### src/rtl/fpu_merge_pkg.sv
// Shared constants and types for the split high/low FPU result merge stage.
// Default widths match the three-port, four-stage datapath this block replaces.
package fpu_merge_pkg;

    localparam int DEF_NPORT  = 3;
    localparam int DEF_OPW    = 13;
    localparam int DEF_RETW   = 14;
    localparam int DEF_FLW    = 6;
    localparam int DEF_RAISEW = 11;
    localparam int DEF_LAT    = 4;

    // Low byte of the double-precision compare op; its flags come from the high half.
    localparam logic [7:0] FOP_CMPDH = 8'h4B;

    typedef struct packed {
        logic               v;
        logic [DEF_OPW-1:0] op;
    } stage_t;

    function automatic logic is_cmpdh(input logic [7:0] op_lo);
        return (op_lo == FOP_CMPDH);
    endfunction

endpackage

### src/rtl/fpu_op_delay.sv
// One-port valid/op shift register, LAT stages deep, with pipeline flush.
// Only the valid bit is flush-qualified; the op field just follows along.
module fpu_op_delay
    import fpu_merge_pkg::*;
#(
    parameter int OPW = DEF_OPW,
    parameter int LAT = DEF_LAT
) (
    input  logic           clk,
    input  logic           rst,
    input  logic           issue,
    input  logic           flush,
    input  logic [OPW-1:0] op,
    output logic           last_v,
    output logic [OPW-1:0] last_op
);

    logic [LAT-1:0]          v_r;
    logic [LAT-1:0][OPW-1:0] op_r;

    // Shift valid/op one stage per cycle; flush clears every valid being captured.
    always_ff @(posedge clk or posedge rst) begin
        if (rst) begin
            v_r  <= '0;
            op_r <= '0;
        end else begin
            v_r[0]  <= issue & ~flush;
            op_r[0] <= op;
            for (int k = 1; k < LAT; k++) begin
                v_r[k]  <= v_r[k-1] & ~flush;
                op_r[k] <= op_r[k-1];
            end
        end
    end

    assign last_v  = v_r[LAT-1];
    assign last_op = op_r[LAT-1];

endmodule

### src/rtl/fpu_half_merge.sv
// Merges the fun_fpuH/fun_fpuL half results per issue port: flag steering,
// return-tag merge, tag-conflict detection and the sticky exception register.
module fpu_half_merge
    import fpu_merge_pkg::*;
#(
    parameter int NPORT  = DEF_NPORT,
    parameter int OPW    = DEF_OPW,
    parameter int RETW   = DEF_RETW,
    parameter int FLW    = DEF_FLW,
    parameter int RAISEW = DEF_RAISEW,
    parameter int LAT    = DEF_LAT
) (
    input  logic                         clk,
    input  logic                         rst,
    input  logic [NPORT-1:0][3:0]        u_en,
    input  logic [NPORT-1:0][OPW-1:0]    u_op,
    input  logic                         flush,
    input  logic [NPORT-1:0][RETW-1:0]   retL,
    input  logic [NPORT-1:0][RETW-1:0]   retH,
    input  logic [NPORT-1:0]             retL_en,
    input  logic [NPORT-1:0]             retH_en,
    input  logic [NPORT-1:0][FLW-1:0]    FOOSL_lo,
    input  logic [NPORT-1:0][FLW-1:0]    FOOSL_hi,
    input  logic [NPORT-1:0][RAISEW-1:0] raise_s,
    input  logic                         sticky_clr,
    output logic [NPORT-1:0][RETW-1:0]   u_ret,
    output logic [NPORT-1:0]             u_ret_en,
    output logic [NPORT-1:0][FLW-1:0]    FUS,
    output logic [NPORT-1:0]             fus_vld,
    output logic [RAISEW-1:0]            sticky,
    output logic                         ret_conflict
);

    logic [NPORT-1:0]           last_v_s;
    logic [NPORT-1:0][OPW-1:0]  last_op_s;
    logic [NPORT-1:0][FLW-1:0]  fus_s;
    logic [NPORT-1:0][RETW-1:0] ret_s;
    logic [NPORT-1:0]           ret_en_s;
    logic                       conflict_s;
    logic [RAISEW-1:0]          raise_or_s;
    logic [RAISEW-1:0]          sticky_nxt_s;
    logic [RAISEW-1:0]          sticky_r;
    logic                       ret_conflict_r;

    for (genvar p = 0; p < NPORT; p++) begin : g_port
        fpu_op_delay #(
            .OPW (OPW),
            .LAT (LAT)
        ) u_delay (
            .clk     (clk),
            .rst     (rst),
            .issue   (|u_en[p]),
            .flush   (flush),
            .op      (u_op[p]),
            .last_v  (last_v_s[p]),
            .last_op (last_op_s[p])
        );
    end

    // Steer compare flags from the high half for cmpDH, low half otherwise.
    always_comb begin
        fus_s = '0;
        for (int p = 0; p < NPORT; p++) begin
            if (!last_v_s[p]) begin
                fus_s[p] = '0;
            end else if (is_cmpdh(last_op_s[p][7:0])) begin
                fus_s[p] = FOOSL_hi[p];
            end else begin
                fus_s[p] = FOOSL_lo[p];
            end
        end
    end

    // Merge half return tags and flag ports where both halves disagree.
    always_comb begin
        ret_s      = '0;
        ret_en_s   = '0;
        conflict_s = 1'b0;
        for (int p = 0; p < NPORT; p++) begin
            ret_s[p]    = retL[p] | retH[p];
            ret_en_s[p] = retL_en[p] | retH_en[p];
            if (retL_en[p] && retH_en[p] && (retL[p] != retH[p])) begin
                conflict_s = 1'b1;
            end else begin
                conflict_s = conflict_s;
            end
        end
    end

    // Completing raises are ORed in after the clear, so a same-cycle raise survives.
    always_comb begin
        raise_or_s = '0;
        for (int p = 0; p < NPORT; p++) begin
            if (last_v_s[p]) begin
                raise_or_s = raise_or_s | raise_s[p];
            end else begin
                raise_or_s = raise_or_s;
            end
        end
        if (sticky_clr) begin
            sticky_nxt_s = raise_or_s;
        end else begin
            sticky_nxt_s = sticky_r | raise_or_s;
        end
    end

    // Sticky exception and conflict registers.
    always_ff @(posedge clk or posedge rst) begin
        if (rst) begin
            sticky_r       <= '0;
            ret_conflict_r <= 1'b0;
        end else begin
            sticky_r       <= sticky_nxt_s;
            ret_conflict_r <= ret_conflict_r | conflict_s;
        end
    end

    assign u_ret        = ret_s;
    assign u_ret_en     = ret_en_s;
    assign FUS          = fus_s;
    assign fus_vld      = last_v_s;
    assign sticky       = sticky_r;
    assign ret_conflict = ret_conflict_r;

endmodule

### config.mk
export PLATFORM = sky130hd
export DESIGN_NAME = fpu_half_merge
export DESIGN_NICKNAME = d
export VERILOG_FILES = /design/src/rtl/fpu_merge_pkg.sv /design/src/rtl/fpu_op_delay.sv /design/src/rtl/fpu_half_merge.sv
export SDC_FILE = /design/constraint.sdc
export NUM_CORES = 1
export LEC_CHECK = 0
export ABC_AREA = 1
export BUFFER_PORTS_ARGS = -buffer_cell sky130_fd_sc_hd__buf_2
export CAP_MARGIN = 20
export CELL_PAD_IN_SITES_DETAIL_PLACEMENT = 1
export CELL_PAD_IN_SITES_GLOBAL_PLACEMENT = 2
export CORE_ASPECT_RATIO = 1.1
export CORE_MARGIN = 8
export CORE_UTILIZATION = 24
export DETAILED_ROUTE_END_ITERATION = 10
export PLACE_DENSITY = 0.89
export RECOVER_POWER = 100
export SLEW_MARGIN = 20
export SYNTH_ARGS = -nofsm -noshare
export SYNTH_HDL_FRONTEND = slang
export SYNTH_SLANG_ARGS = --single-unit
### constraint.sdc
create_clock -name clk -period 5.1 [get_ports clk]
set_clock_uncertainty 0.1 [all_clocks]
set_input_delay 1.02 -clock clk [delete_from_list [all_inputs] [get_ports clk]]
set_output_delay 1.02 -clock clk [all_outputs]
set_load 0.02 [all_outputs]
## After elaboration in Yosys (flattened, before gate mapping)

Cells that the tools add are included.

| storage, ports and cells | value |
|---|---|
| word-level logic and storage cells | 68 |
| bits in registers | 120 |
| input bits | 214 |

| cells by class | value |
|---|---|
| equality and inequality tests | 6 |
| mux-type cells | 13 |
| bitwise logic cells | 23 |
| reductions and logical operators | 9 |

Operators by type and width:

| kind | count |
|---|---|
| two-way mux 11 bit | 4 |
| != test 14 bit | 3 |
| OR 14 bit | 3 |
| two-way mux 6 bit | 6 |
| OR 11 bit | 3 |
| == test 8 x 7 -> 1 bit, second input constant | 3 |
| AND 1 bit | 12 |
| OR reduction 4 bit | 3 |
| logical AND 1 bit | 6 |
| OR 1 bit | 4 |
| two-way mux 1 bit | 3 |
| NOT 1 bit | 1 |

## Depth between registers and ports, before layout

| depth | value |
|---|---|
| depth after elaboration | 7 |
| gate-level depth with buffers | 10 |

## Modules after synthesis

Synthesis repeated with hierarchy kept, for this count alone.

| unflattened totals | value |
|---|---|
| cell total of the unflattened synthesis | 611 |
| area total of the unflattened synthesis | 6,802.8 um^2 |

By module, submodules not included:

| module | instances | area each (um^2) | cells each | seq. area each (um^2) |
|---|---|---|---|---|
| fpu_op_delay | 3 | 1,532.7 | 78 | 1,401.3 |
| fpu_half_merge | 1 | 2,204.6 | 377 | 300.3 |

## Least setup slack after synthesis

No wires, ideal clock.

| timing path | value |
|---|---|
| path type | in2out |
| start point | input FOOSL_hi[12] (netlist bit) |
| end point | output FUS[12] (netlist bit) |
| buffers on the path | 0 |
| cell stages on the path | 2 |
| arrival time | 1,378 ps |
| setup slack | 2,602 ps |
| cells stage by stage | o21ai_0 > nor2_1 |

RTL lines:

| element | RTL line | RTL |
|---|---|---|
| start, declared | fpu_half_merge.sv:23 | `input logic [NPORT-1:0][FLW-1:0] FOOSL_hi,` |
| end, declared | fpu_half_merge.sv:28 | `output logic [NPORT-1:0][FLW-1:0] FUS,` |

==> run_results.csv <==
group,metric,value,unit
critical_path,r2r_end,"sticky[2]",
final_layout,final_cells,1066,
detailed_routing,dr.first_iter.drc_count,89,
global_routing,antenna_found_initial,1,
sta,relSlewSlack,-84.0,%
pwr,switching_share,23.0,%
critical_path,critPathKind,"flop to output port",
sta,rsz0062_at_grt,"false",
global_routing,grt_max_degree,68,
clock_tree,cts_inserted_buffers,17,
synthesis,ys_top_cells_by_area,"dfrtp_1 (60%), inv_1 (12%), ha_1 (10%)",
final_layout,utilization,34.8,%
detailed_routing,drtPass1Iterations,5,
hold_path,hold_path.class,"flop to flop",
clock_tree,cts_tree,"built",
clock_tree,holdBufCountCts,0,
critical_path,cp-end-kind,"output port",
clock_tree,clock_sinks,120,
clock_tree,clk_path_buf_depth,2,
critical_path,crit_buf_inv,2,
pwr,leakagePower,3.88,nW
sta,slew_viol_final,68,
final_layout,antennaDiodeCount,0,
detailed_routing,via_per_inst,3.95,
clock_tree,clk_pin_slew,0.05,ns
pwr,power_switching,556,uW
critical_path,regToRegSetupSlack,3.63,ns
floorplanning,start_util,24.4,%
sta,hold_viol_final,0,
clock_tree,cts-root-buf,"clkbuf_16",
synthesis,synth.most_common_cell,"inv_1",
final_layout,syn2layout_area_growth,42.5,%
critical_path,slowest_delay,0.66,ns
final_layout,n_fill_cell,2480,
critical_path,worstPathCellList,"clkbuf_1, o21ai_0, nor2_1, clkbuf_1",
placement,port_buffers,276,
global_routing,grt_pass1_wl,23800,um
synthesis,synth_nets,766,
pwr,p_seq_share,42.3,%
synthesis,syn_avg_cell_area,9.82,um2
critical_path,reg2reg_depth,3,
synthesis,synthTopCellsByCount,"inv_1 (157), dfrtp_1 (120), nor2_1 (72), nand2_1 (58), ha_1 (42)",
critical_path,critPathArrivalTime,2.15,ns
critical_path,critPathMostFrequentCell,"clkbuf_1",
hold_path,min_to,"g_port[1].u_delay.op_r[29]",
status,violations,"max-capacitance violations, max-slew violations",
critical_path,crit_slowest_cell,"clkbuf_1",
sta,fin_tns_setup,0,ns
floorplanning,core,20500,um2
floorplanning,rows,55,
critical_path,critPathMaxFanout,18,
hold_path,min-delay-start,"g_port[1].u_delay.op_r[16]",
floorplanning,pin_count,292,
synthesis,synthesis.area,5010,um2
placement,dp_cells,1034,
final_layout,layout.nets,1053,
clock_tree,cts_resized,0,
detailed_routing,detail_route.wl_per_cell,14.0,um
global_routing,grt_remaining_overflow,0,
synthesis,ys_warn_count,0,
clock_tree,clk_latency,0.41,ns
global_routing,grt_pass1_vias,4773,
pwr,internal_power,1.86,mW
synthesis,synth_edf_count,0,
sta,setup_viol,0,
detailed_routing,vias,4210,
pwr,p_clk_share,47.5,%
sta,period_needed,3.27,ns
detailed_routing,ant_nets,0,
synthesis,syn_inst,510,
pwr,pwr_density_cell,339,nW/um2
pwr,ir_drop,0.000220,V
floorplanning,fp.dieW,154,um
sta,fin_ws,1.83,ns
critical_path,cp.required,3.98,ns
synthesis,synth.top_cell.area_share,59.9,%
critical_path,startpoint_type,"flop",
status,run_status,"finished with violations",
floorplanning,die_y,168,um
flow_run,drv_cap,1,
placement,dp_slack,2.35,ns
hold_path,min_delay_path_depth,0,
pwr,combPwrFrac,10.2,%
synthesis,ys_types,16,
detailed_routing,wirelength,14900,um
synthesis,synth_area_leader_cell,"dfrtp_1",
detailed_routing,drcViolationCount,0,
global_routing,grt.total_usage,11.7,%
floorplanning,dieArea,25800,um2
clock_tree,cts-htree-levels,4,
critical_path,cp_top_family,"buffers and inverters",
final_layout,layout-drive-gt1-share,30.2,%
critical_path,r2r_start,"g_port[1].u_delay.v_r[3]",
sta,fmax,0.306,GHz
sta,fin_crit_sh,64.0,%
synthesis,async_reset_ff_share,100,%
synthesis,ys_seq_area_share,59.9,%
sta,worst_pin_slew,2.75,ns
clock_tree,post_cts.repair.setup_buffers,0,
placement,hpwl,12300,um
synthesis,yosys_register_bits,120,
placement,place_congestion,0.807,
synthesis,synthFlopType,"dfrtp_1",
power groups by stage:
stage               Sequential [mW]  Clock (mW)  Combinational (mW)
floorplan                      1.04           0               0.121
global placement               1.03           0               0.255
detailed placement             1.04           0               0.263
CTS                            1.02        1.19               0.265
global route                   1.03        1.22               0.284
finish                         1.02        1.15               0.247
cell usage in the layout, fill, tap and decap left out, drive strengths merged:
master / synthesis / final
o2111ai: 11 / 11
o21ai: 18 / 18
nand2: 61 / 61
dfrtp: 120 / 120
nor4: 3 / 3
nor3: 6 / 6
clkinv: 3 / 5
buf: 10 / 204
clkinvlp: 0 / 5
nor2: 72 / 72
bufinv: 0 / 2
clkbuf: 0 / 98
inv: 157 / 156
ha: 42 / 42
a21oi: 1 / 1
or2: 6 / 6
stage by stage:
step	total power [mW]	hold WS [ns]	instance area [um2]
floorplan	1.16	0.231	5010
global placement	1.29	0.231	6670
detailed placement	1.30	0.236	6670
CTS	2.48	0.246	7240
global route	2.53	0.249	7140
finish	2.42	0.243	7140
cell families after synthesis:
logic type,Yosys count,share of synthesized area [%]
flip-flops,120,59.9
buffers and inverters,170,13.3
AO/OA/AOI/OAI,30,3.82
AND/OR/NAND/NOR,148,12.4
adder cells (fa/ha/maj),42,10.5
worst max path at each step:
stage | slack (ns) | cells past startpoint | startpoint | endpoint
floorplan | 0.79 | 1 | rst | g_port[0].u_delay.last_op[0]
global placement | 2.36 | 4 | FOOSL_hi[10] | FUS[10]
detailed placement | 2.35 | 4 | FOOSL_hi[10] | FUS[10]
CTS | 2.21 | 3 | g_port[2].u_delay.v_r[3] | FUS[15]
global route | 1.39 | 3 | rst | sticky[6]
finish | 1.83 | 4 | g_port[1].u_delay.v_r[3] | FUS[10]
routing by layer:
metal	track usage, %	up-vias	part of all wire [%]
met5	0	-	0.087
li1	-	2059	-
met1	11.6	1967	37
met2	21.7	164	54
met3	4.22	18	7.7
met4	4.82	2	1.7
final cells by class:
type                            instances  area [um2]  share of cell area [%]
Sequential cell                       120        3000                    42.1
Multi-Input combinational cell        220        1330                    18.6
Timing Repair Buffer                  278        1300                    18.2
Inverter                              160         606                    8.49
Clock buffer                           24         482                    6.75
Tap cell                              256         320                    4.49
Clock inverter                          8        95.1                    1.33
flip-flops by register name, summed over array words and instances, names as in the netlist:
| signal | cells |
|---|---|
| ret_conflict | 1 |
| g_port.u_delay.last_op | 24 |
| g_port.u_delay.op_r | 72 |
| sticky | 11 |
| g_port.u_delay.v_r | 12 |
worst register-to-register path, stage by stage (launching register included):
cell	delay [ns]
dfrtp_1	0.32
clkbuf_1	0.66
nand2_1	0.13
o2111ai_1	0.15
No activity file was read; power rests on OpenSTA's default activity.
